### config.mk
export PLATFORM = sky130hd
export DESIGN_NAME = matrix_ls_sequencer
export DESIGN_NICKNAME = d
export VERILOG_FILES = /design/src/rtl/isa_pkg.sv /design/src/rtl/matrix_ls_sequencer.sv
export SDC_FILE = /design/constraint.sdc
export NUM_CORES = 1
export LEC_CHECK = 0
export BUFFER_PORTS_ARGS = -buffer_cell sky130_fd_sc_hd__buf_2
export CAP_MARGIN = 30
export CORE_AREA = 2 2 149 151
export DETAILED_ROUTE_END_ITERATION = 8
export DIE_AREA = 0 0 151 153
export GPL_TIMING_DRIVEN = 0
export PLACE_DENSITY_LB_ADDON = 0.15
export SKIP_LAST_GASP = 1
export SYNTH_ARGS = -nofsm -noshare
export SYNTH_HDL_FRONTEND = slang
export SYNTH_SLANG_ARGS = --single-unit
### constraint.sdc
create_clock -name CLK -period 7.25 [get_ports CLK]
set_input_delay 2.175 -clock CLK [delete_from_list [all_inputs] [get_ports CLK]]
set_output_delay 2.175 -clock CLK [all_outputs]
set_load 0.03 [all_outputs]
### src/rtl/isa_pkg.sv
// Shared ISA definitions for the matrix datapath: register index width,
// default matrix stride, opcodes and the load/store sequencer types.
package isa_pkg;

  localparam int MATRIX_W = 4;
  localparam int STRIDE_W = 32;
  localparam int SBYTES   = 32;

  typedef enum logic {
    LD_M = 1'b0,
    ST_M = 1'b1
  } opcode_t;

  typedef struct packed {
    logic                store;
    logic [MATRIX_W-1:0] md;
    logic [STRIDE_W-1:0] base;
    logic [STRIDE_W-1:0] stride;
  } mls_req_t;

  typedef enum logic [1:0] {
    IDLE  = 2'd0,
    ISSUE = 2'd1,
    DRAIN = 2'd2
  } mls_state_t;

endpackage

### src/rtl/matrix_ls_sequencer.sv
// Row sequencer for LD_M / ST_M: issues ROWS memory requests at base + row*stride,
// keeps up to MAX_OUT in flight and writes load responses into the matrix register file.
module matrix_ls_sequencer #(
  parameter int WORD_W     = 32,
  parameter int MATRIX_W   = isa_pkg::MATRIX_W,
  parameter int ROWS       = 4,
  parameter int ROW_W      = 64,
  parameter int DEF_STRIDE = isa_pkg::SBYTES,
  parameter int MAX_OUT    = 2,
  localparam int ROW_CW    = $clog2(ROWS)
) (
  input  logic                CLK,
  input  logic                nRST,
  input  logic                req_valid_i,
  output logic                req_ready_o,
  input  logic                req_store_i,
  input  logic [MATRIX_W-1:0] req_md_i,
  input  logic [WORD_W-1:0]   req_base_i,
  input  logic [WORD_W-1:0]   req_stride_i,
  output logic                mem_req_valid_o,
  input  logic                mem_req_ready_i,
  output logic [WORD_W-1:0]   mem_req_addr_o,
  output logic                mem_req_wen_o,
  output logic [ROW_W-1:0]    mem_req_wdata_o,
  input  logic                mem_resp_valid_i,
  input  logic [ROW_W-1:0]    mem_resp_data_i,
  output logic [MATRIX_W-1:0] mat_rd_md_o,
  output logic [ROW_CW-1:0]   mat_rd_row_o,
  input  logic [ROW_W-1:0]    mat_rdata_i,
  output logic                mat_we_o,
  output logic [MATRIX_W-1:0] mat_wr_md_o,
  output logic [ROW_CW-1:0]   mat_wr_row_o,
  output logic [ROW_W-1:0]    mat_wdata_o,
  output logic                busy_o,
  output logic                done_o,
  output isa_pkg::mls_state_t state_o
);
  import isa_pkg::*;

  localparam int OUT_W = $clog2(MAX_OUT + 1);
  localparam logic [OUT_W-1:0]  MAX_OUT_C = OUT_W'(MAX_OUT);
  localparam logic [ROW_CW-1:0] LAST_ROW  = ROW_CW'(ROWS - 1);
  localparam logic [WORD_W-1:0] DEF_STR_C = WORD_W'(DEF_STRIDE);

  mls_state_t          state;
  logic                store_q;
  logic [MATRIX_W-1:0] md_q;
  logic [WORD_W-1:0]   addr_q;
  logic [WORD_W-1:0]   stride_q;
  logic [ROW_CW-1:0]   issue_cnt;
  logic [ROW_CW-1:0]   resp_cnt;
  logic [OUT_W-1:0]    out_cnt;
  logic                done_q;
  logic                issue_hs;
  logic                resp_take;

  // Valid/ready: a transfer happens on a rising edge where both are high; once
  // mem_req_valid_o rises it holds with stable addr/wdata until mem_req_ready_i.
  assign mem_req_valid_o = (state == ISSUE) && (out_cnt < MAX_OUT_C);
  assign issue_hs        = mem_req_valid_o && mem_req_ready_i;
  assign resp_take       = mem_resp_valid_i && (state != IDLE);

  assign req_ready_o     = (state == IDLE);
  assign busy_o          = (state != IDLE);
  assign done_o          = done_q;
  assign state_o         = state;
  assign mem_req_addr_o  = addr_q;
  assign mem_req_wen_o   = store_q;
  assign mem_req_wdata_o = mat_rdata_i;
  assign mat_rd_md_o     = md_q;
  assign mat_rd_row_o    = issue_cnt;
  assign mat_we_o        = resp_take && !store_q;
  assign mat_wr_md_o     = md_q;
  assign mat_wr_row_o    = resp_cnt;
  assign mat_wdata_o     = mem_resp_data_i;

  always_ff @(posedge CLK) begin
    if (!nRST) begin
      state     <= IDLE;
      store_q   <= 1'b0;
      md_q      <= '0;
      addr_q    <= '0;
      stride_q  <= '0;
      issue_cnt <= '0;
      resp_cnt  <= '0;
      out_cnt   <= '0;
      done_q    <= 1'b0;
    end else begin
      done_q <= 1'b0;
      if (issue_hs) begin
        addr_q    <= addr_q + stride_q;
        issue_cnt <= issue_cnt + ROW_CW'(1);
      end
      if (resp_take) resp_cnt <= resp_cnt + ROW_CW'(1);
      // A request and a response in the same cycle cancel in the occupancy count.
      unique case ({issue_hs, resp_take})
        2'b10:   out_cnt <= out_cnt + OUT_W'(1);
        2'b01:   out_cnt <= out_cnt - OUT_W'(1);
        default: ;
      endcase
      case (state)
        IDLE: begin
          if (req_valid_i) begin
            store_q   <= req_store_i;
            md_q      <= req_md_i;
            addr_q    <= req_base_i;
            stride_q  <= (req_stride_i == '0) ? DEF_STR_C : req_stride_i;
            issue_cnt <= '0;
            resp_cnt  <= '0;
            out_cnt   <= '0;
            state     <= ISSUE;
          end
        end
        ISSUE: begin
          if (issue_hs && issue_cnt == LAST_ROW) state <= DRAIN;
        end
        DRAIN: begin
          if (resp_take && resp_cnt == LAST_ROW) begin
            state  <= IDLE;
            done_q <= 1'b1;
          end
        end
        default: state <= IDLE;
      endcase
    end
  end

endmodule

==> report_table.html <==
<table>
<tr><th>Metric</th><th>Value</th></tr>
<tr><th colspan="2">Outcome</th></tr>
<tr><td>Run status</td><td>completed</td></tr>
<tr><th colspan="2">STA</th></tr>
<tr><td>Max-slew violation total from the final report</td><td>0</td></tr>
<tr><td>Measured slew at the worst slew-check pin</td><td>0.833 ns</td></tr>
<tr><td>RSZ-0062 raised after global routing</td><td>false</td></tr>
<tr><td>Post-Route Hold Slack</td><td>0.460 ns</td></tr>
<tr><td>Clock tree skew after final layout</td><td>0.00731 ns</td></tr>
<tr><td>Timing-limited maximum frequency</td><td>0.205 GHz</td></tr>
<tr><td>Setup TNS</td><td>0 ns</td></tr>
<tr><td>Post-route clock period utilization</td><td>67.3%</td></tr>
<tr><td>Fin. Hold Viols</td><td>0</td></tr>
<tr><td>Final critical path time including I/O delays and setup</td><td>4.88 ns</td></tr>
<tr><td>Max transition margin</td><td>44.5%</td></tr>
<tr><td>Setup violations, final</td><td>0</td></tr>
<tr><th colspan="2">Routing</th></tr>
<tr><td>First drt pass iteration count</td><td>5</td></tr>
<tr><td>Total via count in the routed design</td><td>6,150</td></tr>
<tr><td>Vias per Instance</td><td>4.68</td></tr>
<tr><td># DRC</td><td>0</td></tr>
<tr><td>Average wire per standard cell</td><td>16.6 um</td></tr>
<tr><td>Number of nets still failing antenna checks after routing</td><td>0</td></tr>
<tr><td>Final routed wirelength across all metal layers</td><td>21,700 um</td></tr>
<tr><td>DRT iter0 DRCs</td><td>277</td></tr>
<tr><th colspan="2">Power and ir drop</th></tr>
<tr><td>Power per unit of standard cell area</td><td>194 nW/um^2</td></tr>
<tr><td>Peak ir drop on the vdd network</td><td>0.0911 mV</td></tr>
<tr><td>Static Leakage</td><td>3.83 nW</td></tr>
<tr><td>Total power</td><td>0.00151 W</td></tr>
<tr><th colspan="2">Clock network</th></tr>
<tr><td>Maximum count of clock buffers along a single path</td><td>2</td></tr>
<tr><td>Number of sinks driven by the clock tree</td><td>78</td></tr>
<tr><td>CTS tree</td><td>done</td></tr>
<tr><td>Clk_lat worst skew</td><td>0.35 ns</td></tr>
<tr><td>CTS H-tree lvls</td><td>3</td></tr>
<tr><td>Setup fix buffers added after clock tree synthesis</td><td>0</td></tr>
<tr><td>Hold-fix buffers at CTS</td><td>0</td></tr>
<tr><td>Post-cts sizing count</td><td>0</td></tr>
<tr><td>Clock transition time at the flip-flop clock pins of the worst setup and hold paths</td><td>0.06 ns</td></tr>
<tr><td>Clock buffer count from CTS</td><td>9</td></tr>
<tr><td>CTS root buf</td><td>sky130_fd_sc_hd__clkbuf_16</td></tr>
<tr><th colspan="2">Synthesis</th></tr>
<tr><td>Post-synthesis sequential element count</td><td>78</td></tr>
<tr><td>Synthesized netlist net count</td><td>1,001</td></tr>
<tr><td>Synth async-reset ratio</td><td>0%</td></tr>
<tr><td>EDFF count, synth</td><td>0</td></tr>
<tr><td>Post-Syn Area per Cell</td><td>7.60 um^2</td></tr>
<tr><td>Post-synth design cell area</td><td>5810 um^2</td></tr>
<tr><td>Prevailing post-synth register cell</td><td>sky130_fd_sc_hd__dfxtp_1</td></tr>
<tr><td>Fraction of post-synthesis cell area in the top cell type by area</td><td>26.9%</td></tr>
<tr><td>Synthesis Warnings</td><td>0</td></tr>
<tr><td>Number of unique standard cell types used by synthesis</td><td>62</td></tr>
<tr><td>Synth area leaders</td><td>sky130_fd_sc_hd__dfxtp_1 (27%), sky130_fd_sc_hd__buf_4 (17%), sky130_fd_sc_hd__nand2_1 (8.7%)</td></tr>
<tr><td>Synthesized instance count</td><td>764</td></tr>
<tr><td>Post-synthesis sequential area ratio</td><td>26.9%</td></tr>
<tr><td>Most area-hungry cell type in the Yosys netlist</td><td>sky130_fd_sc_hd__dfxtp_1</td></tr>
<tr><th colspan="2">Global routing</th></tr>
<tr><td>Maximum number of pins on one net before global-route repair</td><td>15</td></tr>
<tr><td>Overall routing resource usage</td><td>18.1%</td></tr>
<tr><td>Number of global-route vias before repair</td><td>5,545</td></tr>
<tr><td>First-pass GRT wire length</td><td>31,600 um</td></tr>
<tr><td>Number of antenna violations at the first check in global routing</td><td>0</td></tr>
<tr><td>Final global-route overflow total</td><td>0</td></tr>
<tr><th colspan="2">Floorplan</th></tr>
<tr><td>Vertical die dimension</td><td>153 um</td></tr>
<tr><td>Number of top-level design ports</td><td>382</td></tr>
<tr><td>Total core area</td><td>21,500 um^2</td></tr>
<tr><td>Cell row count</td><td>54</td></tr>
<tr><td>Die W</td><td>151 um</td></tr>
<tr><td>Die outline area</td><td>23,100 um^2</td></tr>
<tr><td>Effective utilization at floorplan</td><td>27.0%</td></tr>
<tr><th colspan="2">Setup path</th></tr>
<tr><td>Element type at the critical path end</td><td>output port</td></tr>
<tr><td>Worst setup path start</td><td>mem_resp_valid_i</td></tr>
<tr><td>Class of the most critical setup path</td><td>input port to output port</td></tr>
<tr><td>Number of cells on the worst reg-to-reg path</td><td>9</td></tr>
<tr><td>WP data required</td><td>5.08 ns</td></tr>
<tr><td>Startpoint class of the critical path</td><td>input port</td></tr>
<tr><td>Maximum fanout along the worst path</td><td>4</td></tr>
<tr><td>Arrival time worst endpoint</td><td>2.70 ns</td></tr>
<tr><td>R2r startpoint</td><td>mem_req_addr_o[0]$_SDFF_PN0_</td></tr>
<tr><th colspan="2">Placed design</th></tr>
<tr><td>Routability cong.</td><td>0.869</td></tr>
<tr><td>Buffers added on ports</td><td>253</td></tr>
<tr><td>Post-DP HPWL</td><td>17,400 um</td></tr>
<tr><th colspan="2">Worst hold path</th></tr>
<tr><td>Class of the most critical hold timing path</td><td>flop to flop</td></tr>
<tr><td>Hold Path Depth</td><td>2</td></tr>
<tr><td>Hold path startpoint</td><td>stride_q[17]$_SDFFE_PN0P_</td></tr>
<tr><th colspan="2">Finish</th></tr>
<tr><td>Ratio of cells with drive above 1 in the final layout</td><td>40.9%</td></tr>
<tr><td>Area overhead of the layout relative to synthesis</td><td>34.0%</td></tr>
<tr><td>Nets</td><td>1,265</td></tr>
<tr><td>Number of fill cells</td><td>2,337</td></tr>
<tr><td>Leading cell types in the layout, fill and taps excluded</td><td>sky130_fd_sc_hd__buf_2 (255), sky130_fd_sc_hd__nand2_1 (135), sky130_fd_sc_hd__buf_4 (133)</td></tr>
<tr><td>Most common library cell in the layout ignoring fill and taps</td><td>sky130_fd_sc_hd__buf_2</td></tr>
<tr><td>Diode insertion count for antenna repair</td><td>0</td></tr>
<tr><th colspan="2">Run</th></tr>
<tr><td>Max_cap viols</td><td>0</td></tr>
</table>
[worst max-delay path, stage by stage]
cell and delay [ns]:
sky130_fd_sc_hd__buf_2 0.09, sky130_fd_sc_hd__nand2_1 0.13, sky130_fd_sc_hd__nor2_1 0.11, sky130_fd_sc_hd__buf_2 0.20
[sequential cells by signal, summed over array words and instances (netlist names), 2 cells and up]
| name | flops |
|---|---|
| mem_req_addr_o | 32 |
| stride_q | 32 |
| mat_rd_md_o | 4 |
| mat_rd_row_o | 2 |
| mat_wr_row_o | 2 |
| out_cnt | 2 |
| state_o | 2 |
[Yosys cell counts, types with 3 or more instances]
master and number:
sky130_fd_sc_hd__o21bai_1 3, sky130_fd_sc_hd__clkbuf_1 27, sky130_fd_sc_hd__o21ai_1 9, sky130_fd_sc_hd__dfxtp_1 78
sky130_fd_sc_hd__o211ai_1 6, sky130_fd_sc_hd__and3_1 4, sky130_fd_sc_hd__ha_1 34, sky130_fd_sc_hd__buf_6 4
sky130_fd_sc_hd__a21o_1 11, sky130_fd_sc_hd__a311oi_1 5, sky130_fd_sc_hd__and4_1 3, sky130_fd_sc_hd__o22ai_1 10
sky130_fd_sc_hd__nand4_1 10, sky130_fd_sc_hd__mux2i_1 3, sky130_fd_sc_hd__nor2_1 45, sky130_fd_sc_hd__a31oi_1 9
sky130_fd_sc_hd__inv_1 7, sky130_fd_sc_hd__xnor2_1 11, sky130_fd_sc_hd__nor3_1 11, sky130_fd_sc_hd__a21oi_1 90
sky130_fd_sc_hd__nand2_1 135, sky130_fd_sc_hd__nand3_1 9, sky130_fd_sc_hd__a22oi_1 6, sky130_fd_sc_hd__o21ai_0 19
sky130_fd_sc_hd__xor2_1 15, sky130_fd_sc_hd__nor4_1 9, sky130_fd_sc_hd__buf_4 133, sky130_fd_sc_hd__and2_1 4
sky130_fd_sc_hd__o221ai_1 5, sky130_fd_sc_hd__a21oi_2 4, sky130_fd_sc_hd__a211oi_1 4
[logic make-up after synthesis]
kind of cell | count (synthesis) | synth area share (%)
XOR/XNOR | 26 | 3.92
AND/OR/NAND/NOR | 240 | 17.9
multiplexers | 4 | 0.775
AO/OA/AOI/OAI | 205 | 22.3
adder cells (fa/ha/maj) | 35 | 7.67
buffers and inverters | 176 | 20.5
flip-flops | 78 | 26.9
[report_power, final]
group / leakage, nW / internal (W) / switching (W)
clock network: 0.174 / 0.000349 / 0.000206
registers: 0.641 / 0.000458 / 0.0000252
logic: 3.02 / 0.000174 / 0.000297
total: 3.83 / 0.000981 / 0.000529
[area by class of cell]
cell class              count  area, um^2  area share, %
plain buffers             168        1160           14.9
flip-flops and latches     78        1560           20.1
clock buffers              10         239           3.07
clock inverters             6         116           1.50
inverters                   8        30.0          0.386
well taps                 280         350           4.50
repair buffers            253        1270           16.3
multi-input cells         510        3050           39.3
[worst paths after layout]
| path | slack, ns | end |
|---|---|---|
| max reg2reg | 4.43 | mem_req_addr_o[26]$_SDFF_PN0_ |
| min reg2reg | 0.46 | stride_q[17]$_SDFFE_PN0P_ |
| min | 0.46 | stride_q[17]$_SDFFE_PN0P_ |
| max | 2.37 | mat_we_o |
[stage by stage]
step | area (um^2) | worst slack, ns | cells | utilization (%)
after CTS | 7780 | 2.36 | 1313 | 36.2
final | 7780 | 2.37 | 1313 | 36.2
after floorplan | 5810 | 2.38 | 764 | -
after detailed placement | 7420 | 2.36 | 1297 | 34.6
after global placement | 7420 | 2.38 | 1297 | 34.6
after global routing | 7780 | 2.32 | 1313 | 36.2
[routing by layer]
metal	part of all wire, %	track usage (%)	vias up
met2	48	30.7	274
li1	-	-	3078
met4	1.7	5.38	0
met1	44	23.6	2778
met5	0	0	-
met3	6.6	2.69	20
Power figures use the tool's default switching activity.
